$ cat src/rtl/rr_sel_arbiter4.sv
// Four-channel round-robin arbiter driving the 2-bit select of a 4:1 mux.
// Holds the grant until the downstream valid/ready handshake, then acks and rotates priority.
`timescale 1ns/1ps

module rr_sel_arbiter4 #(
    parameter int CNT_W = 8
) (
    input  logic             clk,
    input  logic             rst_n,
    input  logic [3:0]       req,
    output logic [3:0]       in_ack,
    output logic [1:0]       sel,
    output logic             out_valid,
    input  logic             out_ready,
    output logic             busy,
    output logic [CNT_W-1:0] grant_cnt
);

    typedef enum logic {
        IDLE = 1'b0,
        HOLD = 1'b1
    } state_t;

    state_t           state_q, state_d;
    logic [1:0]       sel_q, sel_d;
    logic [1:0]       ptr_q, ptr_d;
    logic [CNT_W-1:0] grant_cnt_q, grant_cnt_d;

    logic             xfer;
    logic [3:0]       rest_mask;
    logic [1:0]       sel_plus1;

    // First set bit of mask, searching from position p upward with wrap.
    function automatic logic [1:0] pick(input logic [3:0] mask, input logic [1:0] p);
        logic [1:0] result;
        logic [1:0] idx;
        logic       found;
        result = p;
        found  = 1'b0;
        for (int k = 0; k < 4; k++) begin
            idx = p + 2'(k);
            if (!found && mask[idx]) begin
                result = idx;
                found  = 1'b1;
            end
        end
        return result;
    endfunction

    assign xfer      = (state_q == HOLD) && out_ready;
    assign sel_plus1 = sel_q + 2'd1;
    assign rest_mask = req & ~(4'b0001 << sel_q);

    always_comb begin
        state_d     = state_q;
        sel_d       = sel_q;
        ptr_d       = ptr_q;
        grant_cnt_d = grant_cnt_q;
        case (state_q)
            IDLE: begin
                if (req != 4'b0000) begin
                    sel_d   = pick(req, ptr_q);
                    state_d = HOLD;
                end
            end
            HOLD: begin
                // Served channel is excluded only for this re-arbitration, enabling back-to-back grants.
                if (xfer) begin
                    ptr_d       = sel_plus1;
                    grant_cnt_d = grant_cnt_q + CNT_W'(1);
                    if (rest_mask != 4'b0000) begin
                        sel_d = pick(rest_mask, sel_plus1);
                    end else begin
                        state_d = IDLE;
                    end
                end
            end
            default: state_d = IDLE;
        endcase
    end

    always_ff @(posedge clk or negedge rst_n) begin
        if (!rst_n) begin
            state_q     <= IDLE;
            sel_q       <= 2'b00;
            ptr_q       <= 2'b00;
            grant_cnt_q <= '0;
        end else begin
            state_q     <= state_d;
            sel_q       <= sel_d;
            ptr_q       <= ptr_d;
            grant_cnt_q <= grant_cnt_d;
        end
    end

    always_comb begin
        in_ack = 4'b0000;
        if (xfer) begin
            in_ack[sel_q] = 1'b1;
        end
    end

    assign sel       = sel_q;
    assign out_valid = (state_q == HOLD);
    assign busy      = (state_q == HOLD);
    assign grant_cnt = grant_cnt_q;

endmodule

$ cat config.mk
export PLATFORM = sky130hd
export DESIGN_NAME = rr_sel_arbiter4
export DESIGN_NICKNAME = d
export VERILOG_FILES = /design/src/rtl/rr_sel_arbiter4.sv
export SDC_FILE = /design/constraint.sdc
export NUM_CORES = 1
export LEC_CHECK = 0
export BUFFER_PORTS_ARGS = -buffer_cell sky130_fd_sc_hd__buf_2
export CORE_UTILIZATION = 51
export DETAILED_ROUTE_END_ITERATION = 16
export PLACE_DENSITY = 0.75
export SYNTH_ARGS = -nofsm -noshare
export SYNTH_HDL_FRONTEND = slang
export SYNTH_SLANG_ARGS = --single-unit
$ cat constraint.sdc
create_clock -name clk -period 2.5 [get_ports clk]
set_input_delay 0.25 -clock clk [delete_from_list [all_inputs] [get_ports clk]]
set_output_delay 0.25 -clock clk [all_outputs]
set_load 0.005 [all_outputs]
Yosys cells after proc, flatten, opt, wreduce, memory -nomap -nowiden
Index checks and enable logic that the tools add are counted.
{ "word_totals": {"output_inout_bits": 16, "regBits": 13} }
{ "op_classes": {"mux": 54, "n_eq_ne": 3, "add_sub_neg": 8, "n_shift": 1, "n_lt_le_gt_ge": 10, "n_reduce_logical": 18, "n_bitwise": 3} }
{ "op_table": {"columns": ["operator", "n"], "rows": [
  ["$mux W1", 33],
  ["$lt A2 B3 Y1 const B", 9],
  ["$mux W2", 9],
  ["$bmux W1 S2", 8],
  ["$add A2 B2 Y2 const B", 4],
  ["$add A8 B1 Y8 const B", 1],
  ["$logic_and A1 B1 Y1", 8],
  ["$reduce_bool A4 Y1", 2],
  ["$add A2 B1 Y2 const B", 3],
  ["$logic_not A1 Y1", 6],
  ["$and A4 B4 Y4", 1],
  ["$mux W4", 1],
  ["$ne A2 B1 Y1 const B", 2],
  ["$not A4 Y4", 1],
  ["$pmux W2 S2", 1],
  ["$shl A1 B2 Y4 const A", 1],
  ["$reduce_and A3 Y1", 1],
  ["$demux W1 S2", 1],
  ["$ge A2 B1 Y1 const B", 1],
  ["$ne A2 B2 Y1 const B", 1],
  ["$pmux W1 S2", 1],
  ["$reduce_and A2 Y1", 1],
  ["$not A1 Y1", 1]
]} }

Longest topological paths before layout
Gate-level depths: netlist of run 1.
{ "depth": {"depth_word": 27, "depth_mapped": 9, "ltp_nobuf": 7} }

Least setup slack after synthesis of run 1
OpenSTA, ideal clock, no wires.
{ "synth_path": {"path_kind": "flip-flop to flip-flop", "start": "register sel_q[0], in the netlist sel[0]", "end": "register sel_q[1], in the netlist sel[1]", "n_path_buf": 1, "path_slack_ps": 533, "setup_time_ps": 125, "path_stages_with_launch": 8, "arrival_time_ps": 1842, "path_cell_list": "dfrtp_1 buf_2 inv_1 ha_1 and2b_2 o41ai_2 a21oi_1 mux2_4"} }
{ "synth_between": {"word_cells_on_any_way": 42, "cone_classes": "4 x add/sub; 1 x eq/ne; 1 x shift; 26 x mux; 2 x bitwise; 8 x reduce/logical"} }
{ "synth_lines": {"columns": ["element", "line_no", "source"], "rows": [
  ["start: declaration", "25", "logic [1:0] sel_q, sel_d;"],
  ["start signal: assignment", "90", "sel_q <= sel_d;"],
  ["$add A2 B1 Y2 *", "51", "assign sel_plus1 = sel_q + 2'd1;"],
  ["via sel_plus1[0]", "31", "logic [1:0] sel_plus1;"],
  ["$bmux W1 S2", "42", "if (!found && mask[idx]) begin"],
  ["$mux W1 (not written as such)", "42", null],
  ["$mux W1", "42", null],
  ["$mux W1", "71", "if (rest_mask != 4'b0000) begin"],
  ["$mux W1", "68", "if (xfer) begin"],
  ["$mux W1", "59", "case (state_q)"],
  ["[... 10 more ...]", null, null],
  ["$mux W1", "68", null],
  ["$mux W1", "59", null],
  ["$logic_not A1 Y1", "42", null],
  ["$logic_and A1 B1 Y1", "42", null],
  ["$mux W2 *", "42", null],
  ["$mux W2 *", "71", null],
  ["$mux W2 *", "68", null],
  ["$pmux W2 S2 *", "59", null]
]} }
The timed path passes the listed nets; every way through them passes the cells marked *. The select of a mux whose other input is x is not followed.
A chain may end at the register's enable or synchronous reset.

Worst setup path after layout of run 1
{ "layout_path": {"start": "register sel_q[0], in the netlist sel[0]", "end": "register sel_q[0], in the netlist sel[0]"} }
Same word-level chain as after synthesis.

==> metrics.md, run 1 <==
| Metric | Value |
|---|---|
| Synth Flop Type | `dfrtp_1` |
| Final setup TNS | `0 ns` |
| Maxcap violations | `0` |
| CP max stage cell | `dfrtp_1` |
| Max Freq | `448.2 MHz` |
| Gpl congestion | `0.8403` |
| Mapped Nets | `111` |
| Sequential share of power | `0.351` |
| Layout cell share with drive strength beyond 1 | `0.2541` |
| HP Class | `in2reg` |
| DRC | `0` |
| Die Span X | `44.75 µm` |
| Peak supply drop | `0.5551 mV` |
| Fin crit share | `0.8924` |
| Clk_lat worst skew | `0.27 ns` |
| CP arrival | `2.44 ns` |
| Die Height | `44.75 µm` |
| Clk pwr share | `0.100` |
| Worst-path clk slew | `0.07 ns` |
| Fin nets | `135` |
| Pre-antenna DRT Iters | `4` |
| TritonCTS clock tree | `done` |
| Relative slew slack | `0.7518` |
| Area delta synth->final | `16.11%` |
| PD cells | `1111 nW/µm²` |
| Cell Rows | `15` |
| Drt total wl | `2.040 mm` |
| Clk_skew | `0.002473 ns` |
| Switching Share | `0.4292` |
| Setup Buffers After CTS | `0` |
| Final worst path period need | `2.231 ns` |
| Family with the most delay on the worst path | `simple AND/OR/NAND/NOR gates` |
| Max Buffers Root-to-Sink | `2` |
| Worst slew pin tran | `0.3673 ns` |
| Final slew viol count | `0` |
| #FFs+latches synth | `13` |
| Combinational share of power | `0.548` |
| Sequential-to-total area share from yosys stat | `0.3490` |
| Synthesized cell area | `932.1 µm²` |
| Initial DRC Count | `29` |
| WP data required | `2.71 ns` |
| Initial Utilization | `0.5399` |
| Grt ovf | `0` |
| Unique masters post-synth | `40` |
| Post-route ant nets | `0` |
| Io pins | `23` |
| Status | `finished clean` |
| Port bufs | `22` |
| CTS root buffer | `clkbuf_4` |
| Slowest stage delay, CP | `0.55 ns` |
| RSZ-0062 raised after global routing | `false` |
| Crit Path Max Fanout | `12` |
| Num CTS Buffers | `3` |
| Final Hold Fails | `0` |
| Worst Path Buf+Inv | `1` |
| Sink Count | `13` |
| Number of global-route vias before repair | `743` |
| H-tree depth | `1` |
| First-pass GRT wire length | `3.408 mm` |
| Avg Synthesized Cell Area | `9.416 µm²` |
| Mapped Cells | `99` |
| Ant diodes | `0` |
| All-layer global routing usage | `0.2351` |
| Routed vias | `820` |
| Leakage | `0.5317 nW` |
| Via density | `5.578` |
| Die area | `2003 µm²` |
| Sw Pwr | `0.5160 mW` |
| Worst setup EP type | `register` |
| Dpl hpwl | `1.556 mm` |
| CP Launch Type | `register` |
| Cell Int Power | `0.6864 mW` |
| Initial antenna violation count | `0` |
| Power Total | `1.202 mW` |
| Crit path kind | `reg2reg` |
| Async S/R FF share, synth | `1.000` |
| Final setup vio count | `0` |
| EDFF count, synth | `0` |
| Largest net degree at the start of global routing | `14` |
| Cells along the critical path | `inv_1 -> ha_1 -> nor2_1 -> a32oi_1 -> nand4_1 -> or4_1 -> nand3_1` |
| WL/cell | `13.88 µm` |
| Yosys warnings | `0` |
| CORE AREA | `1727 µm²` |
## cell usage after synthesis, types with 2 or more instances
| master | number | area share |
|---|---|---|
| nor2_1 | 5 | 0.020 |
| nor2b_1 | 2 | 0.013 |
| or4_1 | 3 | 0.024 |
| mux2i_1 | 2 | 0.021 |
| and3_1 | 5 | 0.034 |
| nand3_1 | 2 | 0.011 |
| inv_1 | 5 | 0.020 |
| a21oi_1 | 4 | 0.021 |
| dfrtp_1 | 13 | 0.35 |
| nand4_1 | 3 | 0.020 |
| o21ai_0 | 5 | 0.027 |
| xnor2_1 | 6 | 0.056 |
| a221oi_1 | 2 | 0.019 |
| nand2b_1 | 4 | 0.027 |
| ha_1 | 5 | 0.067 |
| nand2_1 | 9 | 0.036 |
## what timing repair did
action,in CTS,in global routing
endpoints found under the hold margin,13,0
resized for setup,0,0
hold buffers,1,0
## sequential cells by signal, indices dropped and copies added, names as in the netlist
signal,flops
grant_cnt,8
ptr_q,2
sel,2
busy,1
## power groups by stage
stage	Sequential, mW	Clock (mW)	Combinational, mW
6_report	0.422	0.121	0.659
5_1_grt	0.440	0.137	0.738
4_1_cts	0.419	0.128	0.650
3_5_place_dp	0.422	0	0.646
3_3_place_gp	0.417	0	0.632
2_1_floorplan	0.393	0	0.488
## per-layer routing
| layer | share of wire | vias to the layer above | GRT usage |
|---|---|---|---|
| met5 | 0 | - | 0 |
| met4 | 0.0039 | 0 | 0.03636 |
| met3 | 0.064 | 2 | 0.07200 |
| met2 | 0.47 | 36 | 0.3676 |
| met1 | 0.46 | 372 | 0.3299 |
| li1 | - | 410 | - |
## kinds of logic after synthesis
family          after synthesis  synth area share
mux                           3           0.03758
xor+xnor                      7           0.06577
compound gates               21            0.1691
simple gates                 41            0.2617
flops                        13            0.3490
fa+ha+maj                     5           0.06711
buf+inv                       9           0.04966
## worst paths after layout
path                              startpoint           end  slack [ns]  depth (start not counted)
worst max-delay path                  sel[0]        sel[0]        0.27                          7
worst min-delay path               out_ready          busy        0.32                          2
worst max register to register        sel[0]        sel[0]        0.27                          7
worst min register to register  grant_cnt[7]  grant_cnt[7]        0.47                          1
max in group asynchronous              rst_n  grant_cnt[2]        1.90                          2
min in group asynchronous              rst_n        sel[1]        0.38                          2
## layout by cell type (no fill, tap or decap), drive strengths merged, types with 2 or more instances in the layout
cell     n
mux2i    2
dfrtp   13
nor2b    3
buf     22
xnor2    6
ha       5
or4      3
a221oi   2
clkbuf   4
nand2b   4
and2b    2
o21ai    5
and3     5
inv      5
a21oi    4
nor2     5
nand2    9
nand4    3
nand3    2
## per-stage QoR
| stage | hold slack (ns) | instances | utilization | setup slack, ns | cell area, µm² |
|---|---|---|---|---|---|
| 2_1_floorplan | -0.04559 | 99 | - | 0.5333 | 932.1 |
| 3_3_place_gp | 0.1432 | 142 | 0.6058 | 0.3898 | 1046 |
| 3_5_place_dp | 0.1411 | 142 | 0.6058 | 0.3506 | 1046 |
| 4_1_cts | 0.2982 | 147 | 0.6268 | 0.3426 | 1082 |
| 5_1_grt | 0.3080 | 147 | 0.6268 | 0.1030 | 1082 |
| 6_report | 0.3189 | 147 | 0.6268 | 0.2689 | 1082 |
## final cells by class
| cell class | count | area, µm² |
|---|---|---|
| timing repair buffer | 23 | 120.1 |
| fill | 162 | 644.4 |
| sequential | 13 | 325.3 |
| multi-input combinational | 77 | 560.5 |
| clock buffer | 4 | 26.28 |
| tap | 25 | 31.28 |
| inverter | 5 | 18.77 |
Power figures use the tool's default switching activity.
==> inputs of run 2 (changes only) <==
--- a/config.mk
+++ b/config.mk
@@ -6,9 +6,9 @@
 export NUM_CORES = 1
 export LEC_CHECK = 0
 export BUFFER_PORTS_ARGS = -buffer_cell sky130_fd_sc_hd__buf_2
-export CORE_UTILIZATION = 51
+export CORE_UTILIZATION = 30
 export DETAILED_ROUTE_END_ITERATION = 16
-export PLACE_DENSITY = 0.75
+export PLACE_DENSITY = 0.48
 export SYNTH_ARGS = -nofsm -noshare
 export SYNTH_HDL_FRONTEND = slang
 export SYNTH_SLANG_ARGS = --single-unit
==> run 2 against run 1 <==
  * The run now ends with DRC left
  * Setup slack improved by 0.046 ns
  * Sequential power barely moved
  * Total power rose by 0.57%
  * Fmax rose by 2.1%
  * Flip-flop and latch count did not move
  * Clock power rose by 7%
  * Worst hold slack got worse by 0.017 ns
  * Wire length rose by 6.9%
  * Critical path type unchanged
==> metrics.md, run 2 (synthesis gave the netlist of run 1 again) <==
| Metric | Value |
|---|---|
| Fill cells | `299 (+85%)` |
| WP data required | `2.65 ns (-0.06 ns)` |
| Final slew viol count | `0 (unchanged)` |
| Post-route ant nets | `0 (unchanged)` |
| Fin nets | `135 (unchanged)` |
| Pre-antenna DRT Iters | `10 (+6)` |
| CP Launch Type | `register` |
| Area delta synth->final | `16.91%` |
| Largest net degree at the start of global routing | `14 (unchanged)` |
| All-layer global routing usage | `0.1367 (-0.09842)` |
| CORE AREA | `2853 µm² (+65%)` |
| CP max stage cell | `dfrtp_1` |
| Num CTS Buffers | `3 (unchanged)` |
| Most common cell after layout, fill and taps aside | `buf_2` |
| Initial antenna violation count | `0 (unchanged)` |
| Via density | `5.418 (-2.9%)` |
| Io pins | `23 (unchanged)` |
| Failing checks | `DRC` |
| Final Hold Fails | `0 (unchanged)` |
| RSZ-0062 raised after global routing | `false` |
| PD cells | `1110 nW/µm² (-0.13%)` |
| Cells along the critical path | `inv_1 -> ha_1 -> and2b_2 -> o41ai_2 -> a21oi_1 -> mux2_4` |
| TritonCTS clock tree | `done` |
| Number of global-route vias before repair | `726 (-2.3%)` |
| Worst-path clk slew | `0.08 ns (about the same)` |
| Clk_lat worst skew | `0.27 ns (about the same)` |
| Reg2reg path depth | `6 (-1)` |
| PostCTS Resize Cnt | `0 (unchanged)` |
| Crit path kind | `reg2reg` |
| Die area | `3334 µm² (+66%)` |
| Met1 Use GR | `0.2017 (-0.1282)` |
| Pre-CTS setup slack | `0.3558 ns (+0.005234 ns)` |
| Worst setup margin | `0.3149 ns (+0.04599 ns)` |
| Layout cell share with drive strength beyond 1 | `0.2541 (unchanged)` |
| Initial Utilization | `0.3268 (-0.2131)` |
| Slowest stage delay, CP | `0.50 ns (-0.05 ns)` |
| Leakage | `0.5317 nW (unchanged)` |
| Gpl congestion | `0.9073 (+8.0%)` |
| Worst r2r dst | `sel[1]` |
| Drt total wl | `2.181 mm (+6.9%)` |
| Fin crit share | `0.8740 (-0.01840)` |
| Worst Path Buf+Inv | `1 (unchanged)` |
| DRC | `2 (+2)` |
| Worst slew pin tran | `0.3874 ns (+0.02012 ns)` |
| Die Height | `57.74 µm (+29%)` |
| Cell Rows | `19 (+4)` |
| Max reg flops | `8 (unchanged)` |
| Max Freq | `457.6 MHz (+2.1%)` |
| Family with the most delay on the worst path | `compound AO/OA/AOI/OAI gates` |
| Grt ovf | `0 (unchanged)` |
| Maxcap violations | `0 (unchanged)` |
| Final setup TNS | `0 ns (unchanged)` |
| FF-to-FF Start | `sel[0]` |
| Status | `finished, violations left` |
| Met3 Usage GRT | `0.04241 (-0.02959)` |
| Setup Buffers After CTS | `0 (unchanged)` |
| R2R Setup Slk | `0.31 ns (+0.05 ns)` |
| WL/cell | `14.25 µm (+2.7%)` |
| Ant diodes | `0 (unchanged)` |
| WHS Path Cells | `2 (unchanged)` |
| Peak supply drop | `0.3788 mV (-32%)` |
| Crit path from | `sel[0]` |
| CTS root buffer | `clkbuf_4` |
| Min-Delay Startpoint | `out_ready` |
| Die Span X | `57.74 µm (+29%)` |
| Routed vias | `829 (+1.1%)` |
| Max Buffers Root-to-Sink | `2 (unchanged)` |
| Endpoint, Worst Hold | `busy` |
| HP Class | `in2reg` |
| CP arrival | `2.34 ns (-0.10 ns)` |
| Initial DRC Count | `19 (-34%)` |
| Sink Count | `13 (unchanged)` |
| Relative slew slack | `0.7417 (-0.01008)` |
| Worst setup EP type | `register` |
| Cts hold-fix bufs | `1 (unchanged)` |
| Dpl hpwl | `1.694 mm (+8.9%)` |
| Final worst path period need | `2.185 ns (-0.04599 ns)` |
| Clk_skew | `0.008432 ns (+0.005959 ns)` |
| Port bufs | `22 (unchanged)` |
| H-tree depth | `1 (unchanged)` |
| First-pass GRT wire length | `3.546 mm (+4.0%)` |
| Commonest non-fill, non-tap cells in the layout | `buf_2 (22), dfrtp_1 (13), nand2_1 (9), xnor2_1 (6)` |
| Final setup vio count | `0 (unchanged)` |
| Crit Path Max Fanout | `12 (unchanged)` |
| GR Layer Usage met2 | `0.1977 (-0.1700)` |
| Busiest grt layer | `met1` |
[run 2: where the power goes]
| part | switching [mW] | internal (mW) | total, mW |
|---|---|---|---|
| logic | 0.330 | 0.326 | 0.656 |
| registers | 0.126 | 0.298 | 0.423 |
| clock network | 0.0677 | 0.0618 | 0.130 |
[run 2: worst max-delay path by stage]
stage | endpoint | slack [ns] | cells past startpoint
2_1_floorplan | sel[1] | 0.53 | 7
3_3_place_gp | sel[1] | 0.34 | 6
3_5_place_dp | sel[1] | 0.36 | 6
4_1_cts | sel[1] | 0.34 | 6
5_1_grt | sel[0] | 0.15 | 7
6_report | sel[1] | 0.31 | 6
[run 2: per-stage QoR]
stage	std cells	cell area (µm²)	util	total power, mW	hold slack [ns]
after floorplan	99	932.1	-	0.8812	-0.04559
after global placement	148	1054	0.3693	1.074	0.1527
after detailed placement	148	1054	0.3693	1.080	0.1587
after CTS	153	1090	0.3820	1.215	0.3013
after global routing	153	1090	0.3820	1.315	0.3055
final	153	1090	0.3820	1.209	0.3017
[run 2: area by class of cell]
type | count | area (µm²) | area share
tap | 31 | 38.79 | 0.03559
multi-input combinational | 77 | 560.5 | 0.5143
sequential | 13 | 325.3 | 0.2985
inverter | 5 | 18.77 | 0.01722
timing repair buffer | 23 | 120.1 | 0.1102
clock buffer | 4 | 26.28 | 0.02411
[run 2: layer usage]
layer  part of all wire  wire length (µm)
met1               0.48              1049
met2               0.45               984
met3              0.055               121
met4              0.012                26
met5                  0                 0
